$ cat src/rtl/crc_frame_engine.sv
`default_nettype none
// ============================================================================
// Module      : crc_frame_engine
// Description : Bit-serial CRC engine that either appends a CRC to a message
//               (generate) or verifies a received codeword (check).
// Revision    : 1.0 - initial release
// ============================================================================
module crc_frame_engine #(
    parameter int              MSG_W = 5,
    parameter int              CRC_W = 3,
    parameter logic [CRC_W-1:0] POLY  = 3'b011,
    parameter logic [CRC_W-1:0] INIT  = '0
) (
    input  logic                     clk,
    input  logic                     reset,
    input  logic                     start,
    input  logic                     mode,
    input  logic                     in_valid,
    input  logic                     in_bit,
    output logic                     in_ready,
    output logic                     out_valid,
    input  logic                     out_ready,
    output logic [MSG_W+CRC_W-1:0]   out_frame,
    output logic                     out_crc_ok,
    output logic                     busy
);

    localparam int FRAME_W = MSG_W + CRC_W;
    localparam int CNT_W   = $clog2(FRAME_W + 1);

    localparam logic [1:0] c_IDLE  = 2'd0;
    localparam logic [1:0] c_SHIFT = 2'd1;
    localparam logic [1:0] c_DONE  = 2'd2;

    localparam logic [CNT_W-1:0] c_MSG_LAST   = CNT_W'(MSG_W - 1);
    localparam logic [CNT_W-1:0] c_FRAME_LAST = CNT_W'(FRAME_W - 1);

    logic [1:0]         r_state;
    logic [1:0]         w_state_next;
    logic               r_mode;
    logic [CRC_W-1:0]   r_crc;
    logic [CNT_W-1:0]   r_cnt;
    logic [FRAME_W-1:0] r_data;

    logic               w_accept;
    logic               w_last;
    logic               w_fb;
    logic [CRC_W-1:0]   w_crc_shift;
    logic [CRC_W-1:0]   w_crc_next;

    // A start pulse always takes precedence over a bit arriving in the same cycle.
    assign w_accept    = (r_state == c_SHIFT) && in_valid && !start;
    assign w_last      = (r_cnt == (r_mode ? c_FRAME_LAST : c_MSG_LAST));
    assign w_fb        = in_bit ^ r_crc[CRC_W-1];
    assign w_crc_shift = r_crc << 1;
    assign w_crc_next  = w_crc_shift ^ (w_fb ? POLY : '0);

    always_ff @(posedge clk or posedge reset) begin
        if (reset) begin
            r_state <= c_IDLE;
        end else begin
            r_state <= w_state_next;
        end
    end

    always_comb begin
        w_state_next = r_state;
        if (start) begin
            w_state_next = c_SHIFT;
        end else begin
            case (r_state)
                c_IDLE:  w_state_next = c_IDLE;
                c_SHIFT: if (w_accept && w_last) w_state_next = c_DONE;
                c_DONE:  if (out_ready) w_state_next = c_IDLE;
                default: w_state_next = c_IDLE;
            endcase
        end
    end

    always_comb begin
        in_ready   = (r_state == c_SHIFT);
        busy       = (r_state != c_IDLE);
        out_valid  = 1'b0;
        out_frame  = '0;
        out_crc_ok = 1'b0;
        if (r_state == c_DONE) begin
            out_valid  = 1'b1;
            out_frame  = r_mode ? r_data : {r_data[MSG_W-1:0], r_crc};
            out_crc_ok = r_mode && (r_crc == '0);
        end
    end

    always_ff @(posedge clk or posedge reset) begin
        if (reset) begin
            r_mode <= 1'b0;
            r_crc  <= INIT;
            r_cnt  <= '0;
            r_data <= '0;
        end else if (start) begin
            r_mode <= mode;
            r_crc  <= INIT;
            r_cnt  <= '0;
            r_data <= '0;
        end else if (w_accept) begin
            r_crc  <= w_crc_next;
            r_cnt  <= r_cnt + CNT_W'(1);
            r_data <= {r_data[FRAME_W-2:0], in_bit};
        end
    end

endmodule
`default_nettype wire

$ cat config.mk
export PLATFORM = sky130hd
export DESIGN_NAME = crc_frame_engine
export DESIGN_NICKNAME = d
export VERILOG_FILES = /design/src/rtl/crc_frame_engine.sv
export SDC_FILE = /design/constraint.sdc
export NUM_CORES = 1
export LEC_CHECK = 0
export CAP_MARGIN = 20
export CORE_MARGIN = 2
export CORE_UTILIZATION = 40
export DETAILED_ROUTE_END_ITERATION = 6
export SLEW_MARGIN = 0
export SYNTH_ARGS = -nofsm -noshare
export SYNTH_HDL_FRONTEND = slang
export SYNTH_SLANG_ARGS = --single-unit
$ cat constraint.sdc
create_clock -name clk -period 3.2 [get_ports clk]
set_clock_uncertainty 0.15 [all_clocks]
set_input_delay 0.64 -clock clk [delete_from_list [all_inputs] [get_ports clk]]
set_output_delay 0.64 -clock clk [all_outputs]
set_load 0.005 [all_outputs]
* Yosys cells after proc, flatten, opt, wreduce, memory -nomap -nowiden
Cells that the tools add are included.
Operators by class: add/subtract/negate cells 1, $mul 0, divide/modulo/power cells 0, order comparisons 0, eq/ne operators 5, shift-type cells 0, mux-type cells 16, bitwise operators 2, reductions and logical operators 9
Operators with widths (number):
- $mux W8 | 4
- $mux W2 | 5
- $mux W4 | 2
- $mux W3 | 2
- $add A4 B1 Y4 const B | 1
- $eq A4 B3 Y1 | 1
- $logic_and A1 B1 Y1 | 4
- $pmux W2 S2 | 1
- $reduce_bool A2 Y1 | 2
- $logic_not A3 Y1 | 1
- $ne A3 B2 Y1 const B | 1
- $ne A3 B3 Y1 const B | 1
- $xor A3 B2 Y3 | 1
- $eq A2 B1 Y1 const B | 1
- $eq A2 B2 Y1 const B | 1
- $mux W1 | 2
- $reduce_and A2 Y1 | 1
- $logic_not A1 Y1 | 1
- $xor A1 B1 Y1 | 1
Word-level totals: bits in registers 18, latch bits 0, RAM bits 0, bits in read-only memories 0, output and inout bits 12, memories kept 0

* Logic depth before layout (Yosys ltp)
depth in word-level cells 7, mapped depth 5

* Worst setup path after synthesis
OpenSTA, ideal clock, no wires.
path type register -> output, from register r_state[0], to output port out_crc_ok, arrival 1044 ps, data required time 2410 ps, setup slack 1366 ps, stages on the path, launching flop included 4, buffers on the path 1, path through dfrtp_1 nand2b_1 clkbuf_1 nor4_1
On the way: longest elaborated chain between the ends 2
Ends and longest elaborated chain:
- from (decl) | line 38 | logic [1:0] r_state;
- from (signal assigned) | line 60 | r_state <= c_IDLE;
- from (signal assigned) | line 62 | r_state <= w_state_next;
- $eq A2 B2 Y1 | line 86 | if (r_state == c_DONE) begin
- $mux W1 | line 86
- to (decl) | line 24 | output logic out_crc_ok,
No other way between the ends.

* Worst setup path in the final report
Same ends and word-level chain as after synthesis.

==> impl_metrics.yaml <==
setup_path:
  crit_required_ns: 2.41
  criticalPathCategory: "reg2out"
  worstReg2RegStart: "r_mode"
  cp-start-kind: "flip-flop"
  worstReg2RegEnd: "r_state[1]"
  critPathCaptureType: "output port"
  worstRegToRegCells: 3
  r2r_slack_ns: 1.59
  crit_arrival_ns: 1.91
  crit_fanout: 10
sta:
  setup_viol: 0
  fin_crit_sh_pct: 84.4
  maxSlewViolCount: 0
  worstMarginPinSlew_ns: 0.774
  tns_ns: 0
  hold_viol_final: 0
  fmax_ghz: 0.370
  grt_setup_unrepaired: "no"
  min_period_ns: 2.70
  slew_headroom_pct: 48.3
finish:
  final_nets: 131
  antenna_cells: 0
  area_growth_pct: 20.2
  design_area_sq_um: 1180
  final_cell_mix: "nand2_1 (21), clkdlybuf4s50_1 (18), dfrtp_1 (18)"
  final_common_cell: "nand2_1"
  drive_gt1_share_pct: 7.44
detailed_routing:
  postRouteAntennaNets: 0
  via_per_inst: 5.23
  drt_iter0_drc: 6
  dr.pass1.iters: 4
  wl_um: 1950
  drt-wirelength-per-cell_um: 13.1
  post-route-drc-count: 0
  vias: 779
synth:
  synth_edf_count: 0
  synth-simple-area-share_pct: 23.4
  synth_top_family_by_area: "simple AND/OR/NAND/NOR gates"
  ys_types: 31
  syn_avg_cell_area_sq_um: 9.21
  ys_seq_elements: 18
  synth-xor-area-share_pct: 2.66
  async_flop_share_pct: 100
  ys.flop_type: "dfrtp_1"
  synth_compound_area_share_pct: 12.3
  synth_fa_ha_area_share_pct: 1.27
  syn_inst: 107
  ys.warnings.count: 0
  muxShareOfSynthArea_pct: 9.26
  syn_nets: 115
  seq_area_frac_synth_pct: 45.7
  synthesis.area_sq_um: 986
cts:
  clock_tree.root_cell: "clkbuf_4"
  cts_setup_buffers: 0
  clk_latency_ns: 0.28
  cts_resized: 0
  cts-hold-fix-buffers: 0
  clk_pin_slew_ns: 0.10
  numCtsBuffers: 3
  htreeDepth: 1
  clock-sinks: 18
  cts_tree: "built"
  clockBufferDepth: 2
status:
  run_status: "completed"
grt:
  grt_max_degree: 21
  antenna_found_initial: 0
  overflow: 0
  grt_pass1_wl_um: 3460
  grt_pass1_vias: 766
  track_usage_pct: 16.8
min_path:
  min_from: "r_data[7]"
  hold-path-cell-count: 2
  min_path_type: "reg2reg"
  whs_endpoint: "r_data[7]"
placed_design:
  placed_area_sq_um: 1160
  hpwl_um: 1370
  portBuffers: 18
  routabilityCongestion: 0.691
pwr:
  ir_drop_mv: 0.185
  power_density_nw_per_um2: 344
  p_leak_nw: 0.493
floorplan:
  ios: 19
  num_rows: 17
  start_util_pct: 43.3
  die_y_um: 53.6
  core_area_sq_um: 2280
  dieArea_sq_um: 2880
  die_x_um: 53.6
flow_run:
  cap_violations: 0
==> power by group <==
| part | switching [W] | total (W) | internal, W |
|---|---|---|---|
| logic | 0.0000256 | 0.0000497 | 0.0000241 |
| registers | 0.0000146 | 0.000250 | 0.000235 |
| clock network | 0.0000643 | 0.000108 | 0.0000436 |
==> synthesized netlist by cell type (2+ instances only) <==
library cell   n  area share [%]
nand2_1       21             8.0
dfrtp_1       18              46
a21oi_1       11             5.6
nor2_1        10             3.8
mux2i_1        8             8.1
buf_2          4             2.0
inv_1          4             1.5
or3_1          3             1.9
a211oi_2       2             2.5
nand2b_1       2             1.3
nand3_1        2             1.0
o21ai_0        2             1.0
xnor2_1        2             1.8
==> kinds of logic after synthesis <==
family                     after synthesis
and+or+nand+nor                         46
AOI/OAI and AO/OA                       19
adders and majority gates                1
xor gates and xnor gates                 3
muxes                                    9
buffers and inverters                   11
DFF                                     18
==> per-layer routing <==
metal | vias to the layer above | routed length (um) | track usage (%)
met4 | 0 | 18 | 7.69
li1 | 388 | - | -
met1 | 375 | 974 | 23.7
met3 | 2 | 75 | 2.78
met2 | 14 | 885 | 25.1
met5 | - | 0 | 0
==> worst max-delay path by stage <==
stage | startpoint | end | slack (ns)
global placement | r_state[0] | out_crc_ok | 0.84
finish | r_state[0] | out_crc_ok | 0.50
global route | r_state[0] | out_crc_ok | 0.36
detailed placement | r_state[0] | out_crc_ok | 0.80
CTS | r_state[0] | out_crc_ok | 0.47
floorplan | r_state[0] | out_crc_ok | 1.37
==> registers in the layout, summed over array words and instances, names as in the netlist <==
register and count:
r_mode 1, r_crc 3, r_data 8, r_state 2
r_cnt 4
==> per-stage QoR <==
step / power (W) / utilization, % / setup slack (ns) / cells / hold WS [ns]
6_report: 0.000407 / 52.1 / 0.499 / 149 / 0.380
5_1_grt: 0.000432 / 52.1 / 0.362 / 149 / 0.412
4_1_cts: 0.000416 / 52.1 / 0.468 / 149 / 0.384
3_5_place_dp: 0.000305 / 51.1 / 0.798 / 146 / 0.369
3_3_place_gp: 0.000303 / 51.1 / 0.840 / 146 / 0.369
2_1_floorplan: 0.000289 / - / 1.37 / 107 / 0.351
==> critical path: stages (launching register included) <==
cell and delay [ns]:
dfrtp_1 0.46, nand2b_1 0.34, nor4_1 0.29, clkdlybuf4s50_1 0.54
==> cell type report <==
class | count | area, sq um
well taps | 28 | 35.0
clock buffers | 3 | 22.5
fillers | 228 | 1090
flip-flops and latches | 18 | 450
multi-input cells | 78 | 482
inverters | 4 | 15.0
repair buffers | 18 | 180
Power figures use the tool's default switching activity.
